==> src/rtl/spi_pkg.sv <==
// Shared SPI frame constants and FSM state encoding for the read and write decoders.
// Latency: none (declarations only).
// Backpressure: none; SPI has no flow control, the controller owns SCLK.
package spi_pkg;

    localparam int ADDR_W     = 7;
    localparam int DATA_W     = 8;
    localparam int FRAME_BITS = 16;
    localparam int MAX_ADDR   = 4;

    typedef enum logic [2:0] {
        IDLE   = 3'd0,
        CMD    = 3'd1,
        ADDR   = 3'd2,
        SEND   = 3'd3,
        DONE   = 3'd4,
        IGNORE = 3'd5
    } spi_state_e;

endpackage

==> src/rtl/spi_cipo_readback_if.sv <==
// SPI pin bundle between the controller and the read-back transmitter.
// Latency: none (wires only).
// Backpressure: none; the controller drives nCS/COPI, the peripheral drives CIPO/cipo_oe.
interface spi_cipo_readback_if;

    logic nCS;
    logic COPI;
    logic CIPO;
    logic cipo_oe;

    modport master (
        output nCS,
        output COPI,
        input  CIPO,
        input  cipo_oe
    );

    modport slave (
        input  nCS,
        input  COPI,
        output CIPO,
        output cipo_oe
    );

endinterface

==> src/rtl/spi_tx_shift.sv <==
// Read-data shifter: captures a byte on SCLK rise, launches it MSB-first on SCLK falls.
// Latency: captured byte's MSB appears on dout at the falling edge after the load edge.
// Backpressure: none; shifting follows shift_en on every falling edge.
module spi_tx_shift
    import spi_pkg::*;
(
    input  logic              SCLK,
    input  logic              rst_n,
    input  logic              load,
    input  logic [DATA_W-1:0] din,
    input  logic              shift_en,
    output logic              dout
);

    logic [DATA_W-1:0] hold_q;
    logic              pend_q;
    logic [DATA_W-1:0] sr_q;

    // Snapshot the register on the load edge; later writes to it cannot disturb this frame.
    always_ff @(posedge SCLK or negedge rst_n) begin
        if (!rst_n) begin
            hold_q <= '0;
            pend_q <= 1'b0;
        end else begin
            if (load) begin
                hold_q <= din;
            end
            pend_q <= load;
        end
    end

    // First falling edge after a load transfers the snapshot, later ones shift left.
    always_ff @(negedge SCLK or negedge rst_n) begin
        if (!rst_n) begin
            sr_q <= '0;
        end else if (shift_en) begin
            sr_q <= pend_q ? hold_q : {sr_q[DATA_W-2:0], 1'b0};
        end
    end

    assign dout = sr_q[DATA_W-1];

endmodule

==> src/rtl/spi_cipo_readback.sv <==
// SPI read-back: decodes read frames on COPI and returns the addressed register on CIPO.
// Latency: data MSB launched half an SCLK after the last address bit; rd_count at bit 16.
// Backpressure: none; nCS high aborts at once (pad released combinationally).
module spi_cipo_readback
    import spi_pkg::*;
#(
    parameter int NUM_REGS = 5,
    parameter int CNT_W    = 8
) (
    input  logic               SCLK,
    input  logic               rst_n,
    spi_cipo_readback_if.slave spi,
    input  logic [DATA_W-1:0]  reg0,
    input  logic [DATA_W-1:0]  reg1,
    input  logic [DATA_W-1:0]  reg2,
    input  logic [DATA_W-1:0]  reg3,
    input  logic [DATA_W-1:0]  reg4,
    output logic               rd_err,
    output logic [CNT_W-1:0]   rd_count
);

    localparam logic [2:0] ST_IDLE   = IDLE;
    localparam logic [2:0] ST_CMD    = CMD;
    localparam logic [2:0] ST_ADDR   = ADDR;
    localparam logic [2:0] ST_SEND   = SEND;
    localparam logic [2:0] ST_DONE   = DONE;
    localparam logic [2:0] ST_IGNORE = IGNORE;

    logic [2:0]        state;
    logic [3:0]        bit_cnt;
    logic              rw_q;
    logic [ADDR_W-2:0] addr_sr;
    logic [ADDR_W-1:0] addr_full;
    logic              addr_ok;
    logic              last_addr_bit;
    logic [DATA_W-1:0] sel_dat;
    logic              tx_load;
    logic              tx_dout;

    // The final address bit is taken straight from COPI on the decision edge.
    assign addr_full     = {addr_sr, spi.COPI};
    assign addr_ok       = addr_full < ADDR_W'(NUM_REGS);
    assign last_addr_bit = (state == ST_ADDR) && (bit_cnt == 4'd7);
    assign tx_load       = !spi.nCS && last_addr_bit && addr_ok;

    // Select the register addressed by the frame being decoded.
    always_comb begin
        sel_dat = '0;
        case (addr_full)
            7'd0:    sel_dat = reg0;
            7'd1:    sel_dat = reg1;
            7'd2:    sel_dat = reg2;
            7'd3:    sel_dat = reg3;
            7'd4:    sel_dat = reg4;
            default: sel_dat = '0;
        endcase
    end

    // Frame FSM with bit counter, address capture, sticky error and completed-read count.
    always_ff @(posedge SCLK or negedge rst_n) begin
        if (!rst_n) begin
            state    <= ST_IDLE;
            bit_cnt  <= '0;
            rw_q     <= 1'b0;
            addr_sr  <= '0;
            rd_err   <= 1'b0;
            rd_count <= '0;
        end else if (spi.nCS) begin
            state   <= ST_IDLE;
            bit_cnt <= '0;
        end else begin
            bit_cnt <= bit_cnt + 4'd1;
            case (state)
                ST_IDLE: begin
                    rw_q  <= spi.COPI;
                    state <= ST_CMD;
                end
                ST_CMD: begin
                    addr_sr <= {addr_sr[ADDR_W-3:0], spi.COPI};
                    state   <= rw_q ? ST_IGNORE : ST_ADDR;
                end
                ST_ADDR: begin
                    addr_sr <= {addr_sr[ADDR_W-3:0], spi.COPI};
                    if (last_addr_bit) begin
                        if (addr_ok) begin
                            state <= ST_SEND;
                        end else begin
                            rd_err <= 1'b1;
                            state  <= ST_IGNORE;
                        end
                    end
                end
                ST_SEND: begin
                    if (bit_cnt == 4'(FRAME_BITS - 1)) begin
                        rd_count <= rd_count + CNT_W'(1);
                        state    <= ST_DONE;
                    end
                end
                ST_DONE, ST_IGNORE: begin
                    state <= state;
                end
                default: begin
                    state <= ST_IGNORE;
                end
            endcase
        end
    end

    spi_tx_shift u_tx_shift (
        .SCLK     (SCLK),
        .rst_n    (rst_n),
        .load     (tx_load),
        .din      (sel_dat),
        .shift_en (state == ST_SEND),
        .dout     (tx_dout)
    );

    // Pad drive follows nCS combinationally so an abort releases CIPO immediately.
    assign spi.cipo_oe = !spi.nCS && (state == ST_SEND);
    assign spi.CIPO    = spi.cipo_oe ? tx_dout : 1'b0;

endmodule

==> src/flat_wrapper.sv <==
// flat-port wrapper written by rule: the top's interface ports become plain ports
module spi_cipo_readback_flat import spi_pkg::*;
#(
    parameter int NUM_REGS = 5,
    parameter int CNT_W    = 8
)
  (SCLK, rst_n, reg0, reg1, reg2, reg3, reg4, rd_err, rd_count, spi_nCS, spi_COPI, spi_CIPO, spi_cipo_oe);
  spi_cipo_readback_if spi_i ();
  input  logic SCLK;
  input  logic rst_n;
  input  logic [DATA_W-1:0] reg0;
  input  logic [DATA_W-1:0] reg1;
  input  logic [DATA_W-1:0] reg2;
  input  logic [DATA_W-1:0] reg3;
  input  logic [DATA_W-1:0] reg4;
  output logic rd_err;
  output logic [CNT_W-1:0] rd_count;
  input wire logic [$bits(spi_i.nCS)-1:0] spi_nCS;
  input wire logic [$bits(spi_i.COPI)-1:0] spi_COPI;
  output wire logic [$bits(spi_i.CIPO)-1:0] spi_CIPO;
  output wire logic [$bits(spi_i.cipo_oe)-1:0] spi_cipo_oe;
  assign spi_i.nCS = spi_nCS;
  assign spi_i.COPI = spi_COPI;
  assign spi_CIPO = spi_i.CIPO;
  assign spi_cipo_oe = spi_i.cipo_oe;
  spi_cipo_readback #(.NUM_REGS(NUM_REGS), .CNT_W(CNT_W)) u_core (.SCLK(SCLK), .rst_n(rst_n), .spi(spi_i), .reg0(reg0), .reg1(reg1), .reg2(reg2), .reg3(reg3), .reg4(reg4), .rd_err(rd_err), .rd_count(rd_count));
endmodule
==> config.mk <==
export PLATFORM = sky130hd
export DESIGN_NAME = spi_cipo_readback_flat
export DESIGN_NICKNAME = d
export VERILOG_FILES = /design/src/rtl/spi_pkg.sv /design/src/rtl/spi_cipo_readback_if.sv /design/src/rtl/spi_tx_shift.sv /design/src/rtl/spi_cipo_readback.sv /design/src/flat_wrapper.sv
export SDC_FILE = /design/constraint.sdc
export NUM_CORES = 1
export LEC_CHECK = 0
export CORE_MARGIN = 1.5
export CORE_UTILIZATION = 50
export CTS_BUF_LIST = sky130_fd_sc_hd__clkbuf_8
export CTS_CLUSTER_SIZE = 25
export DETAILED_ROUTE_END_ITERATION = 12
export PLACE_DENSITY = 0.82
export SLEW_MARGIN = 20
export SYNTH_ARGS = -nofsm -noshare
export SYNTH_HDL_FRONTEND = slang
export SYNTH_SLANG_ARGS = --single-unit
==> constraint.sdc <==
create_clock -name SCLK -period 2.1 [get_ports SCLK]
set_clock_uncertainty 0.15 [all_clocks]
set_input_delay 0.42 -clock SCLK [delete_from_list [all_inputs] [get_ports SCLK]]
set_output_delay 0.42 -clock SCLK [all_outputs]
set_load 0.01 [all_outputs]
# --- Word-level counts from Yosys, hierarchy flattened ---
# Cells that the tools add are included.
op_classes:
  reduce_logical: 14
  muxes: 10
  n_bitwise: 2
  magnitude_cmp: 1
  n_eq_ne: 14
  add_sub_neg: 2
ops:
  columns: ["operator", "n"]
  rows:
  - ["case mux 8 bit (5 select lines)", 1]
  - ["two-way mux 3 bit", 5]
  - ["case mux 3 bit (5 select lines)", 1]
  - ["== test 7 x 2 -> 1 bit, second input constant", 2]
  - ["adder 8 x 1 -> 8 bit, second input constant", 1]
  - ["two-way mux 8 bit", 1]
  - ["== test 7 x 1 -> 1 bit, second input constant", 1]
  - ["== test 7 x 3 -> 1 bit, second input constant", 1]
  - ["logical NOT 7 bit", 1]
  - ["less-than comparator 7 x 3 -> 1 bit, second input constant", 1]
  - ["== test 3 x 2 -> 1 bit, second input constant", 2]
  - ["== test 3 bit, second input constant", 2]
  - ["inequality test 3 x 2 -> 1 bit, second input constant", 2]
  - ["AND reduction 3 bit", 2]
  - ["adder 4 x 1 -> 4 bit, second input constant", 1]
  - ["== test 4 x 3 -> 1 bit, second input constant", 1]
  - ["== test 4 bit, second input constant", 1]
  - ["logical AND 1 bit", 4]
  - ["two-way mux 4 bit", 1]
  - ["AND reduction 2 bit", 2]
  - ["AND reduction 4 bit", 1]
  - ["OR reduction 2 bit", 2]
  - ["== test 3 x 1 -> 1 bit, second input constant", 1]
  - ["logical NOT 3 bit", 1]
  - ["other kinds (4)", 5]
totals:
  out_inout_bits: 11
  in_bits: 44
  ff_bits: 40

# --- Depth between registers and ports, before layout ---
# Gate-level depths: netlist of run 1.
depth:
  ltp_word: 5
  mapped_depth: 6
  mapped_depth_nobuf: 5

# --- Modules after synthesis ---
# Synthesis of run 1 repeated with hierarchy kept, for this count alone.
unflattened:
  hier_cells: 194
  area_unflattened_um2: 2169.6
modules_own_cells:
  columns: ["module", "cells_each", "n_inst", "area_per_inst_um2"]
  rows:
  - ["spi_cipo_readback", 141, 1, 1437.6]
  - ["spi_tx_shift", 53, 1, 732.0]

==> results of run 1 <==
flip-flops by register name, summed over array words and instances (netlist names), 3 cells and up:
signal / flops
u_core.state: 3
u_core.u_tx_shift.hold_q: 8
u_core.u_tx_shift.sr_q: 8
u_core.rd_count: 8
u_core.addr_sr: 6
u_core.bit_cnt: 4
layer usage:
metal | up-vias | global-route usage | wire length [um] | share of wire
li1 | 899 | - | - | -
met1 | 926 | 0.303 | 2250 | 0.43
met2 | 49 | 0.408 | 2740 | 0.52
met3 | 8 | 0.0543 | 179 | 0.034
met4 | 0 | 0.0700 | 72 | 0.014
met5 | - | 0 | 0 | 0
final cells by class:
class                   instances  area [um2]  area share
clock buffers                   5        68.8      0.0227
clock inverters                 3        90.1      0.0297
inverters                       5        18.8     0.00618
multi-input cells             155        1090       0.358
flip-flops and latches         40        1000       0.330
well taps                      50        62.6      0.0206
repair buffers                 76         708       0.233
final timing paths:
kind | start | end | slack, ps | cells after the start
worst max-delay path | u_core.u_tx_shift.sr_q[7] | spi_CIPO | -460 | 2
worst min-delay path | u_core.u_tx_shift.sr_q[3] | u_core.u_tx_shift.sr_q[3] | 300 | 2
worst max register to register | u_core.state[2] | u_core.u_tx_shift.sr_q[5] | -110 | 4
worst min register to register | u_core.u_tx_shift.sr_q[3] | u_core.u_tx_shift.sr_q[3] | 300 | 2
max in group asynchronous | rst_n | u_core.u_tx_shift.sr_q[3] | 190 | 2
min in group asynchronous | rst_n | u_core.u_tx_shift.pend_q | 400 | 2
what timing repair did:
action / 4_1_cts / 5_1_grt
setup endpoints to repair: 10 / 10
pin swaps: 8 / 1
setup buffers: 1 / 1
hold endpoints to repair: 4 / 0
hold buffers: 1 / 0
gates resized for setup: 21 / 8
gates cloned: 1 / 0
metrics by stage:
stage                     total power, W  instance area, um2  setup slack, ps
final                            0.00287                3040             -457
after global routing             0.00302                3040             -484
after CTS                        0.00286                3000             -445
after detailed placement         0.00197                2800             -545
after global placement           0.00192                2800             -545
after floorplan                  0.00168                2150             -289
power by group:
group          leakage, nW  switching [W]  internal [W]
Sequential           0.539      0.0000871      0.000875
Combinational        0.691       0.000522      0.000512
Clock               0.0784       0.000276      0.000594
logic make-up after synthesis:
group,after synthesis,synth area share
adder cells (fa/ha/maj),2,0.0117
XOR/XNOR,11,0.0452
flip-flops,40,0.470
multiplexers,26,0.131
buffers and inverters,18,0.0382
AND/OR/NAND/NOR,73,0.178
AO/OA/AOI/OAI,43,0.126
tightest hold or removal path: cells and delay by family, from the launching register on:
| kind | cells | cell delay, ps |
|---|---|---|
| flops | 1 | 410 |
| simple gates | 1 | 50 |
| compound gates | 1 | 70 |
layout by cell type (no fill, tap or decap), drive strengths merged, types with 3 or more instances in the layout:
cell type / instances
xnor2: 6
nor2: 18
clkbuf: 6
nor2b: 3
nor3: 5
o32a: 4
mux2: 15
a22oi: 4
a31oi: 9
inv: 5
nand2: 19
and2: 6
a21oi: 6
o21ai: 16
nand3: 8
dfrtp: 32
dfrtn: 8
buf: 22
clkdlybuf4s50: 51
mux2i: 11
bufinv: 3
xor2: 5
==> run summary, run 1 <==
Startpoint Class - register
Worst-skew pair later-pin latency - 290 ps
Max VDD drop - 0.537 mV
Pwr dens - 944 mW/mm2
Largest cells by area after synthesis - dfrtp_1, dfrtn_1, mux2_2
Synth Register Bits - 40
Layout area overhead - 42.5%
Final std cells w/o fill - 334
Hpwl dp - 3770 um
Vias in the first global route - 1772
Slew HR - 0.638
Initial DRT Pass Iterations - 4
Synth unique cells - 38
Total Nets Final - 329
Total gr overflow - 0
# rows - 23
Inserted Clock Buffers - 5
Syn avg cell area - 10.0 um2
Routed length per instance - 15.7 um
Ports - 55
Ys flop type - dfrtp_1
Crit path required time - 1530 ps
Clock Path Buffers - 2
Top post-synthesis cells by count - dfrtp_1, nand2_1, nor2_1, o21ai_0, mux2_2
Post-Syn Instances - 213
Pins Over Slew Limit - 0
Final Hold Fails - 0
Cells along the critical path - and2_4 -> buf_6
CP endpoint kind - output port
PnR worst setup slack - -457 ps
Share of cells above drive strength 1 - 0.211
Least-Margin Pin Slew - 542 ps
Synth Warn # - 0
Pleak - 1.31 nW
Top-count cell post-synth - dfrtp_1
Max incr delay on CP - 410 ps
DIE WIDTH - 68.3 um
Routed vias/inst - 5.63
DRC viols - 0
GR Util All Layers - 0.239
Root buffer cell - clkbuf_8
Syn Nets - 259
Post-synth top area share - 0.376
I/O Buffers - 54
Diodes inserted - 0
Setup-failing EPs final - 9
Clk pin slew, worst setup/hold paths - 50 ps
GPL Wtd Cong - 0.827
Hold crit path type - reg -> reg
Post-route ant nets - 0
Post-Syn Area - 0.00213 mm2
TritonCTS sink count - 40
Leading area contributor after synthesis - dfrtp_1
TritonCTS clock tree - done
Outcome - finished with violations
Largest net degree at the start of global routing - 22
CP bufs+invs - 1
Post-layout util - 0.748
CP delay by family, top - flip-flops
Final WL - 5240 um
Initial Util - 0.525
Full die area - 0.00466 mm2
Post-synthesis async set-or-reset flop share - 1.00
Seq/Total Area, Yosys - 0.470
Crit-path max FO - 2
Worst EP arrival - 1990 ps
RSZ-0062 raised after global routing - true
First-pass GRT wire length - 8190 um
H-tree Lvls - 2
1st-iter DRT viols - 58
Die Height - 68.3 um
Fillers - 284
Setup TNS - -1180 ps
Antenna violations before repair - 0
Core Region - 0.00406 mm2
Fin Hold WS - 305 ps
Vias after detailed routing - 1882
Violated checks - negative setup slack
Placed insts - 322
Critical path class - reg -> out
Number of synthesized flops with an enable pin - 0
Slowest CP cell - dfrtn_1
Max cap viols - 0
Note: power is estimated with default switching activity, not from simulation.
==> run 2: changes to the inputs <==
==> constraint.sdc (replaced) <==
create_clock -name SCLK -period 2.4 [get_ports SCLK]
set_clock_uncertainty 0.15 [all_clocks]
set_input_delay 0.48 -clock SCLK [delete_from_list [all_inputs] [get_ports SCLK]]
set_output_delay 0.48 -clock SCLK [all_outputs]
set_load 0.01 [all_outputs]
==> run summary, run 2 (synthesis results as in run 1) <==
Violated checks - negative setup slack
R2R depth - 2
Full die area - 0.00466 mm2
R2R setup slack - -40 ps
Crit. Startpoint - u_core.u_tx_shift.sr_q[7]
Root buffer cell - clkbuf_8
DRC viols - 0
PnR worst setup slack - -378 ps
R2R Path End - u_core.u_tx_shift.sr_q[4]
Setup-failing EPs final - 5
Routed vias/inst - 5.49
CP endpoint kind - output port
First-pass GRT wire length - 7680 um
DIE WIDTH - 68.3 um
Outcome - finished with violations
Fillers - 300
Final Hold Fails - 0
Max VDD drop - 0.449 mV
Routed length per instance - 14.4 um
Total Nets Final - 320
Largest net degree at the start of global routing - 26
Inserted Clock Buffers - 5
Final WL - 4690 um
Most frequent cells in the layout - clkdlybuf4s50_1, dfrtp_1, nand2_1
Pwr dens - 828 mW/mm2
Max cap viols - 0
Worst-skew pair later-pin latency - 290 ps
TritonCTS sink count - 40
Worst EP arrival - 2150 ps
Least-Margin Pin Slew - 603 ps
Dpl ws - -477 ps
Layout area overhead - 37.8%
Clock Path Buffers - 2
Antenna violations before repair - 0
Reg area - 0.00100 mm2
TritonCTS clock tree - done
Biggest regs - u_core.rd_count (8), u_core.u_tx_shift.hold_q (8), u_core.u_tx_shift.sr_q (8)
GR Util All Layers - 0.225
Share of cells above drive strength 1 - 0.142
Clk pin slew, worst setup/hold paths - 50 ps
Crit-path max FO - 2
GPL Wtd Cong - 0.821
1st-iter DRT viols - 66
Crit path required time - 1770 ps
Post-route ant nets - 0
Vias in the first global route - 1666
Slew HR - 0.598
Pins Over Slew Limit - 0
Initial Util - 0.525
Initial DRT Pass Iterations - 4
Ports - 55
Worst R2R Start - u_core.u_tx_shift.pend_q
Post-layout util - 0.723
H-tree Lvls - 2
I/O Buffers - 54
Hpwl dp - 3530 um
Fin Hold WS - 289 ps
Die Height - 68.3 um
Crit path to - spi_CIPO
# rows - 23
Pleak - 1.27 nW
RSZ-0062 raised after global routing - true
Vias after detailed routing - 1784
Diodes inserted - 0
Hold crit path type - reg -> reg
Startpoint Class - register
Critical path class - reg -> out
Core Region - 0.00406 mm2
Footprint of the multi-input gates - 0.00105 mm2
Total gr overflow - 0
Most common cell after layout, fill and taps aside - clkdlybuf4s50_1
Power Total - 0.00243 W
run 2: final cells by class:
type                       count  share of cell area
inverter                       5             0.00639
multi-input combinational    155               0.357
sequential                    40               0.341
clock inverter                 3              0.0307
clock buffer                   5              0.0234
tap                           50              0.0213
timing repair buffer          67               0.220
run 2: critical path, cell delays in order (launching register included):
cell and delay [ps]:
dfrtn_1 410, and2_1 120, buf_2 120
run 2: timing repair:
| item | 4_1_cts | 5_1_grt |
|---|---|---|
| hold endpoints to repair | 7 | 0 |
| setup endpoints to repair | 8 | 9 |
| hold buffers | 1 | 0 |
| setup buffers | 0 | 0 |
| resized for setup | 4 | 1 |
run 2: metrics by stage:
stage	setup TNS (ps)	area, um2	instances
global route	-1040	2940	325
CTS	-561	2930	325
floorplan	-1100	2150	213
detailed placement	-525	2770	316
global placement	-441	2770	316
finish	-448	2940	325
run 2: per-layer routing:
| layer | wire, um | global-route usage | part of all wire | up-vias |
|---|---|---|---|---|
| li1 | - | - | - | 881 |
| met1 | 2160 | 0.300 | 0.46 | 852 |
| met2 | 2300 | 0.354 | 0.49 | 45 |
| met3 | 168 | 0.0543 | 0.036 | 6 |
| met4 | 53 | 0.0825 | 0.011 | 0 |
| met5 | 0 | 0 | 0 | - |
run 2: worst min path at each step:
stage / startpoint / end / slack [ps] / cells after the start
finish: u_core.u_tx_shift.sr_q[2] / u_core.u_tx_shift.sr_q[2] / 290 / 2
global route: u_core.u_tx_shift.sr_q[7] / u_core.u_tx_shift.sr_q[7] / 320 / 2
CTS: u_core.u_tx_shift.sr_q[2] / u_core.u_tx_shift.sr_q[2] / 290 / 2
detailed placement: rst_n / u_core.u_tx_shift.hold_q[5] / 270 / 1
global placement: rst_n / u_core.u_tx_shift.hold_q[5] / 270 / 1
floorplan: rst_n / u_core.addr_sr[0] / 30 / 0
run 2: power by group:
| group | switching, W | leakage, nW | internal (W) | total [W] |
|---|---|---|---|---|
| sequential | 0.000125 | 0.540 | 0.000765 | 0.000890 |
| combinational | 0.000374 | 0.656 | 0.000410 | 0.000784 |
| clock | 0.000236 | 0.0784 | 0.000520 | 0.000756 |
| total | 0.000735 | 1.27 | 0.00169 | 0.00243 |
==> run 3: changes to the inputs <==
--- a/config.mk
+++ b/config.mk
@@ -15,3 +15,4 @@
 export SYNTH_ARGS = -nofsm -noshare
 export SYNTH_HDL_FRONTEND = slang
 export SYNTH_SLANG_ARGS = --single-unit
+export TNS_END_PERCENT = 5
==> run summary, run 3 (synthesis results as in run 1) <==
Outcome - finished with violations
Violated checks - negative setup slack
Int Pwr - 0.00143 W
Routed length per instance - 13.9 um
Clock Power Share - 0.212
I/O Buffers - 54
Most common cell after layout, fill and taps aside - clkdlybuf4s50_1
Worst EP arrival - 2140 ps
Worst-skew pair later-pin latency - 290 ps
Antenna violations before repair - 0
Largest net degree at the start of global routing - 19
Die Height - 68.3 um
Vias after detailed routing - 1782
Post-DP Area - 0.00280 mm2
PnR worst setup slack - -366 ps
Total gr overflow - 0
DRC viols - 0
# rows - 23
Initial Util - 0.525
CP endpoint kind - output port
Diodes inserted - 0
Max cap viols - 0
Post-route ant nets - 0
Startpoint Class - register
Share of cells above drive strength 1 - 0.161
Root buffer cell - clkbuf_8
CP delay by family, top - flip-flops
Power Total - 0.00215 W
R2R setup slack - 30 ps
Fin area - 0.00291 mm2
Max VDD drop - 0.656 mV
H-tree Lvls - 2
Biggest regs - u_core.rd_count (8), u_core.u_tx_shift.hold_q (8), u_core.u_tx_shift.sr_q (8)
1st-iter DRT viols - 80
Vias in the first global route - 1709
Hold Crit Depth - 2
Inserted Clock Buffers - 5
Least-Margin Pin Slew - 594 ps
Worst R2R Start - u_core.state[2]
R2R depth - 4
Reg power frac - 0.419
Placed insts - 320
R2R Path End - u_core.u_tx_shift.sr_q[7]
DIE WIDTH - 68.3 um
Most frequent cells in the layout - clkdlybuf4s50_1, dfrtp_1, nand2_1
Pleak - 1.27 nW
Fillers - 313
Full die area - 0.00466 mm2
GR Util All Layers - 0.217
WHS Endpoint - u_core.u_tx_shift.sr_q[2]
First-pass GRT wire length - 7560 um
Final WL - 4600 um
Crit-path max FO - 2
Worst Hold Launch - u_core.u_tx_shift.sr_q[2]
Hpwl dp - 3490 um
Pins Over Slew Limit - 0
Psw - 0.000725 W
CP bufs+invs - 1
TritonCTS clock tree - done
Final Hold Fails - 0
Hold crit path type - reg -> reg
Clk pin slew, worst setup/hold paths - 50 ps
Total Nets Final - 325
Slowest CP cell - dfrtn_1
Cells along the critical path - and2_1 -> buf_2
Dpl ws - -468 ps
Max incr delay on CP - 400 ps
Setup-failing EPs final - 1
Routed vias/inst - 5.40
Initial DRT Pass Iterations - 4
Core Region - 0.00406 mm2
Clock Path Buffers - 2
GPL Wtd Cong - 0.823
Crit path required time - 1770 ps
Switching Share - 0.337
Logic pwr share - 0.369
Layout area overhead - 36.5%
Critical path class - reg -> out
Pwr dens - 740 mW/mm2
TritonCTS sink count - 40
Final std cells w/o fill - 330
Fin Hold WS - 276 ps
Ports - 55
RSZ-0062 raised after global routing - true
Slew HR - 0.604
## run 3: power groups by stage
| stage | Combinational (W) | Sequential [W] | Clock, W |
|---|---|---|---|
| after detailed placement | 0.000785 | 0.000914 | 0 |
| after CTS | 0.000795 | 0.000902 | 0.000467 |
| after floorplan | 0.000649 | 0.000821 | 0 |
| after global placement | 0.000767 | 0.000908 | 0 |
| final | 0.000793 | 0.000902 | 0.000456 |
| after global routing | 0.000872 | 0.000922 | 0.000502 |
## run 3: timing repair
item / CTS / global route
cloned: 0 / 0
hold endpoints to repair: 4 / 0
hold buffers: 1 / 0
pin swaps: 0 / 0
gates resized for setup: 5 / 1
setup endpoints to repair: 4 / 8
setup buffers: 0 / 1
## run 3: per-stage QoR
| stage | utilization | TNS, ps |
|---|---|---|
| final | 0.717 | -366 |
| after global routing | 0.717 | -587 |
| after CTS | 0.714 | -379 |
| after detailed placement | 0.690 | -499 |
| after global placement | 0.690 | -440 |
| after floorplan | - | -1100 |
## run 3: worst max-delay path by stage
stage / startpoint / to / cells past startpoint
after global placement: u_core.u_tx_shift.sr_q[7] / spi_CIPO / 2
after detailed placement: u_core.u_tx_shift.sr_q[7] / spi_CIPO / 2
after global routing: u_core.u_tx_shift.sr_q[7] / spi_CIPO / 2
final: u_core.u_tx_shift.sr_q[7] / spi_CIPO / 2
after floorplan: u_core.state[2] / u_core.u_tx_shift.sr_q[0] / 5
after CTS: u_core.u_tx_shift.sr_q[7] / spi_CIPO / 2
## run 3: layer usage
layer	share of wire	global-route usage	vias to the layer above	routed length, um
met2	0.49	0.364	44	2280
li1	-	-	899	-
met3	0.045	0.0510	7	205
met5	0	0	-	0
met4	0.015	0.0850	0	69
met1	0.45	0.270	832	2050
## run 3: area by class of cell
| cell class | count | area (um2) | area share |
|---|---|---|---|
| clock inverter | 2 | 10.0 | 0.00344 |
| multi-input combinational | 155 | 1050 | 0.361 |
| timing repair buffer | 72 | 683 | 0.235 |
| clock buffer | 6 | 82.6 | 0.0284 |
| inverter | 5 | 18.8 | 0.00645 |
| sequential | 40 | 1000 | 0.345 |
| tap | 50 | 62.6 | 0.0215 |
## run 3: worst reg2reg max path: stages (launching register included)
cell and delay (ps):
dfrtp_1 380, nand3b_1 170, buf_4 170, nand2_1 60, o21ai_0 80
